File: config.mk
export PLATFORM = sky130hd
export DESIGN_NAME = fetch_queue
export DESIGN_NICKNAME = d
export VERILOG_FILES = /design/src/rtl/fetch_queue.sv
export SDC_FILE = /design/constraint.sdc
export NUM_CORES = 1
export LEC_CHECK = 0
export ABC_AREA = 0
export CAP_MARGIN = 25
export CORE_UTILIZATION = 55
export DETAILED_ROUTE_END_ITERATION = 7
export GPL_TIMING_DRIVEN = 1
export HOLD_SLACK_MARGIN = 0.05
export PLACE_DENSITY = 0.87
export SYNTH_ARGS = -nofsm -noshare
export SYNTH_HDL_FRONTEND = slang
export SYNTH_SLANG_ARGS = --single-unit
File: constraint.sdc
create_clock -name clk -period 11.8 [get_ports clk]
set_input_delay 2.36 -clock clk [delete_from_list [all_inputs] [get_ports clk]]
set_output_delay 2.36 -clock clk [all_outputs]
set_load 0.03 [all_outputs]
File: src/rtl/fetch_queue.sv
// fetch_queue: single-outstanding instruction fetch buffer between the PC and decode.
// Optional macro FETCH_QUEUE_BYPASS_EN forwards an ack straight to decode when the queue is empty.
module fetch_queue #(
  parameter int unsigned DEPTH = 4
) (
  input  logic                         clk,
  input  logic                         reset,
  input  logic [31:0]                  pc_in,
  input  logic                         flush,
  output logic                         fetch_stall,
  output logic                         imem_req,
  output logic [31:0]                  imem_addr,
  input  logic                         imem_ack,
  input  logic [31:0]                  imem_rdata,
  output logic                         id_valid,
  input  logic                         id_ready,
  output logic [31:0]                  id_instr,
  output logic [31:0]                  id_pc,
  output logic [31:0]                  id_pc_plus4,
  output logic [$clog2(DEPTH+1)-1:0]   count
);

  localparam int unsigned AW = $clog2(DEPTH);
  localparam int unsigned CW = $clog2(DEPTH + 1);

  typedef enum logic [1:0] {
    S_IDLE,
    S_WAIT,
    S_DROP
  } state_t;

  state_t           r_state;
  state_t           w_state_nxt;
  logic [AW-1:0]    r_wr_ptr;
  logic [AW-1:0]    r_rd_ptr;
  logic [CW-1:0]    r_count;
  logic [31:0]      r_pending_pc;
  logic [31:0]      r_mem_pc    [DEPTH];
  logic [31:0]      r_mem_instr [DEPTH];

  logic             w_req;
  logic             w_ack_wait;
  logic             w_byp;
  logic             w_push;
  logic             w_pop;
  logic             w_empty;

  assign w_empty    = (r_count == '0);
  assign w_ack_wait = (r_state == S_WAIT) && imem_ack;

`ifdef FETCH_QUEUE_BYPASS_EN
  assign w_byp = w_ack_wait && w_empty && !flush;
`else
  assign w_byp = 1'b0;
`endif

  // A bypassed word that decode takes immediately never occupies a slot.
  assign w_push = w_ack_wait && !flush && !(w_byp && id_ready);
  assign w_pop  = !w_empty && id_ready && !flush;

  // State register.
  always_ff @(posedge clk or posedge reset) begin
    if (reset) begin
      r_state <= S_IDLE;
    end else begin
      r_state <= w_state_nxt;
    end
  end

  // Next state and request; credit ignores a same-cycle pop so a push never overflows.
  always_comb begin
    w_state_nxt = r_state;
    w_req       = 1'b0;
    case (r_state)
      S_IDLE: begin
        w_req = !flush && (r_count < CW'(DEPTH));
        if (w_req) begin
          w_state_nxt = S_WAIT;
        end
      end
      S_WAIT: begin
        if (imem_ack) begin
          w_req       = !flush && (r_count < CW'(DEPTH - 1));
          w_state_nxt = w_req ? S_WAIT : S_IDLE;
        end else if (flush) begin
          w_state_nxt = S_DROP;
        end
      end
      S_DROP: begin
        // The dropped response is the only one outstanding, so its ack always ends DROP.
        if (imem_ack) begin
          w_state_nxt = S_IDLE;
        end
      end
      default: begin
        w_state_nxt = S_IDLE;
      end
    endcase
  end

  assign imem_req    = w_req;
  assign imem_addr   = pc_in;
  assign fetch_stall = !w_req && !flush;
  assign count       = r_count;

  // Queue storage, pointers and occupancy; flush wins over push and pop.
  always_ff @(posedge clk or posedge reset) begin
    if (reset) begin
      r_wr_ptr     <= '0;
      r_rd_ptr     <= '0;
      r_count      <= '0;
      r_pending_pc <= '0;
      for (int unsigned i = 0; i < DEPTH; i++) begin
        r_mem_pc[i]    <= '0;
        r_mem_instr[i] <= '0;
      end
    end else begin
      if (w_req) begin
        r_pending_pc <= pc_in;
      end
      if (flush) begin
        r_wr_ptr <= '0;
        r_rd_ptr <= '0;
        r_count  <= '0;
      end else begin
        if (w_push) begin
          r_mem_pc[r_wr_ptr]    <= r_pending_pc;
          r_mem_instr[r_wr_ptr] <= imem_rdata;
          r_wr_ptr              <= r_wr_ptr + AW'(1);
        end
        if (w_pop) begin
          r_rd_ptr <= r_rd_ptr + AW'(1);
        end
        case ({w_push, w_pop})
          2'b10:   r_count <= r_count + CW'(1);
          2'b01:   r_count <= r_count - CW'(1);
          default: r_count <= r_count;
        endcase
      end
    end
  end

  // Decode-side head view, optionally overridden by the bypass path.
  always_comb begin
    id_valid = !w_empty;
    id_pc    = r_mem_pc[r_rd_ptr];
    id_instr = r_mem_instr[r_rd_ptr];
    if (w_byp) begin
      id_valid = 1'b1;
      id_pc    = r_pending_pc;
      id_instr = imem_rdata;
    end
  end

  assign id_pc_plus4 = id_pc + 32'd4;

endmodule

==> impl_metrics.toml <==
[synthesis]
ys.warnings.count = 0
cell_types_with_the_largest_area_share_after_synthesis = "dfrtp_1 (55%), mux2_2 (24%), mux4_2 (9.8%), buf_4 (1.9%), xnor2_1 (1.0%)"
synth.most_common_cell = "dfrtp_1"
post_synth_instance_area_um2 = 13500
synth-edff-count = 0
post_synth_num_cell_types = 37
synth.cells.most_frequent = "dfrtp_1 (297), mux2_2 (288), mux4_2 (59)"
ys_seq_elements = 297
synth-main-ff-cell = "dfrtp_1"
synth.largest_area_cell = "dfrtp_1"
synth_largest_type_area_fraction_pct = 54.9
synth_sequential_area_ratio_pct = 54.9
postSynthAreaPerCell_um2 = 15.7
number_of_cells_produced_by_synthesis = 861
mappedNetlistNets = 936
synthArstFlopShare_pct = 100

[pwr]
seqPwrFrac_pct = 33.2
combinationalPowerShare_pct = 44.4
power.density_nw_per_um2 = 278
switching_pwr_mw = 1.70
switching_share_pct = 36.2
power_leakage_nw = 7.59
internal_power_mw = 2.99
vdd_ir_drop_max_mv = 0.216
clockPowerShare_pct = 22.3

[finish]
area.sequential_um2 = 7440
area_used_by_multi_input_combinational_logic_um2 = 5670
number_of_inserted_filler_cells_in_the_final_layout = 1654
ant_diodes = 0
fin_area_um2 = 16900
drive_gt1_share_pct = 40.9
utilization_pct = 69.6
fin_nets = 1104
syn_to_final_growth_pct = 24.7

[worst_setup_path]
cp.arrival_ps = 4780
crit_path_end_kind = "output port"
rr_startpoint = "r_state[1]"
r2r_cells = 5
worst-endpoint-required_ps = 9440
crit_path_start_kind = "input port"
timing.setup.critical_path_class = "in -> out"
worstReg2RegEnd = "r_mem_pc[7]"
r2r_slack_ps = 9190
worstPathMaxFanout = 13

[route]
drt_iter0_drc = 351
drc = 0
wirelength_um = 27900
antenna_left = 0
via_count = 7890
firstDrtPassIters = 4
routed_wire_length_per_instance_um = 20.2
route.detailed.vias_per_inst = 5.73

[global_route]
grt.total_usage_pct = 22.8
antenna_found_initial = 0
grt_overflow = 0
grt_first_pass_wirelength_um = 46000
grt_max_degree = 146
grt_pass1_vias = 8440

[sta]
upper_clock_frequency_limit_ghz = 0.140
worst_slack_ps = 4660
finalClockSkew_ps = 15.9
slew_viol_final = 0
worst_pin_slew_ps = 922
post_route_worst_hold_slack_ps = 498
setup_viol = 0
slew_headroom_pct = 38.6
min_period_over_period_pct = 60.5
post_route_minimum_period_ps = 7140
rsz_0062_raised_after_global_routing = "false"
final_hold_violation_count = 0
totalNegativeSetupSlack_ps = 0

[clock_tree]
clkLatencyLatePin_ps = 560
clock_sink_count = 297
cts.path.max_buffers = 3
tritoncts = "built"
worst_setup_hold_path_clk_slew_ps = 60
ctsHoldBuffers = 0
postCtsSetupRepairBufs = 0
post_cts_resize_count = 0
cts_inserted_buffers = 31
h-tree-depth = 1
clock-root-buffer = "clkbuf_16"

[floorplan]
io-pin-count = 203
dieWidth_um = 159
row_count = 57
fp.dieArea_um2 = 25300
die_height_um = 159
floorplan.initialDensity_pct = 55.9
placeableCoreArea_um2 = 24200

[placement]
post-place-ws_ps = 4670
portBuffers = 202
routability_congestion_estimate = 0.741
placed_cell_area_um2 = 15600
dp_hpwl_um = 16800

[hold_path]
min_delay_path_depth = 1
timing.hold.worst.start = "r_mem_pc[73]"
min-delay-path-class = "reg -> reg"
terminating_pin_of_the_worst_hold_path = "r_mem_pc[73]"

[status]
outcome = "finished clean"

[run]
maxCapViolations = 0
layer usage:
metal | vias up | wire, um | global-route usage (%)
met2 | 204 | 13900 | 38.4
li1 | 3466 | - | -
met3 | 36 | 1420 | 4.34
met4 | 0 | 381 | 4.55
met5 | - | 0 | 0
met1 | 4184 | 12100 | 31.1
power groups by stage:
stage	registers [mW]	logic (mW)	clock network, mW
after floorplan	1.47	1.43	0
after global placement	1.55	2.05	0
after detailed placement	1.57	2.08	0
after CTS	1.56	2.09	1.07
after global routing	1.60	2.19	1.11
final	1.56	2.08	1.05
metrics by stage:
| stage | total power, mW | instances |
|---|---|---|
| 3_3_place_gp | 3.60 | 1314 |
| 5_1_grt | 4.91 | 1378 |
| 2_1_floorplan | 2.90 | 861 |
| 6_report | 4.69 | 1378 |
| 3_5_place_dp | 3.66 | 1314 |
| 4_1_cts | 4.72 | 1372 |
layout make-up:
type,instances,area share [%]
Timing Repair Buffer,213,13.1
Multi-Input combinational cell,479,33.6
Clock buffer,44,5.30
Clock inverter,14,1.34
Inverter,7,0.200
Tap cell,324,2.40
Sequential cell,297,44.1
placed cells by master (no fill, tap or decap), drive strengths merged, types with 2 or more instances in the layout:
cell             n
and3             7
clkdlybuf4s50  202
xnor2           16
nor4             5
clkbuf          44
clkinv           6
inv              8
buf             11
dfrtp          297
mux4            64
or2              2
mux2           288
nor2            15
nand2           20
nor3             7
nand3            8
nand3b           2
bufinv           6
a21oi            2
mux2i            2
nand4            7
and2             4
ha               5
xor2            16
or3              3
kinds of logic (layout without fill, tap and decap cells):
kind of cell    after synthesis  count (layout)  share of synthesized area, %
compound gates                4               4                         0.249
xor+xnor                     32              32                          2.07
flops                       297             297                          54.9
simple gates                 83              83                          3.71
buf+inv                      85             278                          3.60
fa+ha+maj                     6               6                         0.610
mux                         354             354                          34.9
state kept, by name, indices dropped and copies added (netlist names):
register,cells
r_state,2
r_mem_pc,128
r_pending_pc,32
r_wr_ptr,2
r_mem_instr,128
count,3
r_rd_ptr,2
worst max path at each step:
stage	start	end	slack [ps]	cells past startpoint
2_1_floorplan	reset	count[0]	1240	1
3_3_place_gp	flush	imem_req	4690	3
3_5_place_dp	flush	imem_req	4670	3
4_1_cts	flush	imem_req	4660	3
5_1_grt	flush	imem_req	4510	3
6_report	flush	imem_req	4660	3
worst max-delay path, cell delays in order:
cell             delay [ps]
clkdlybuf4s50_1         680
a2111oi_4               910
clkdlybuf4s50_1         820
Power figures use the tool's default switching activity.
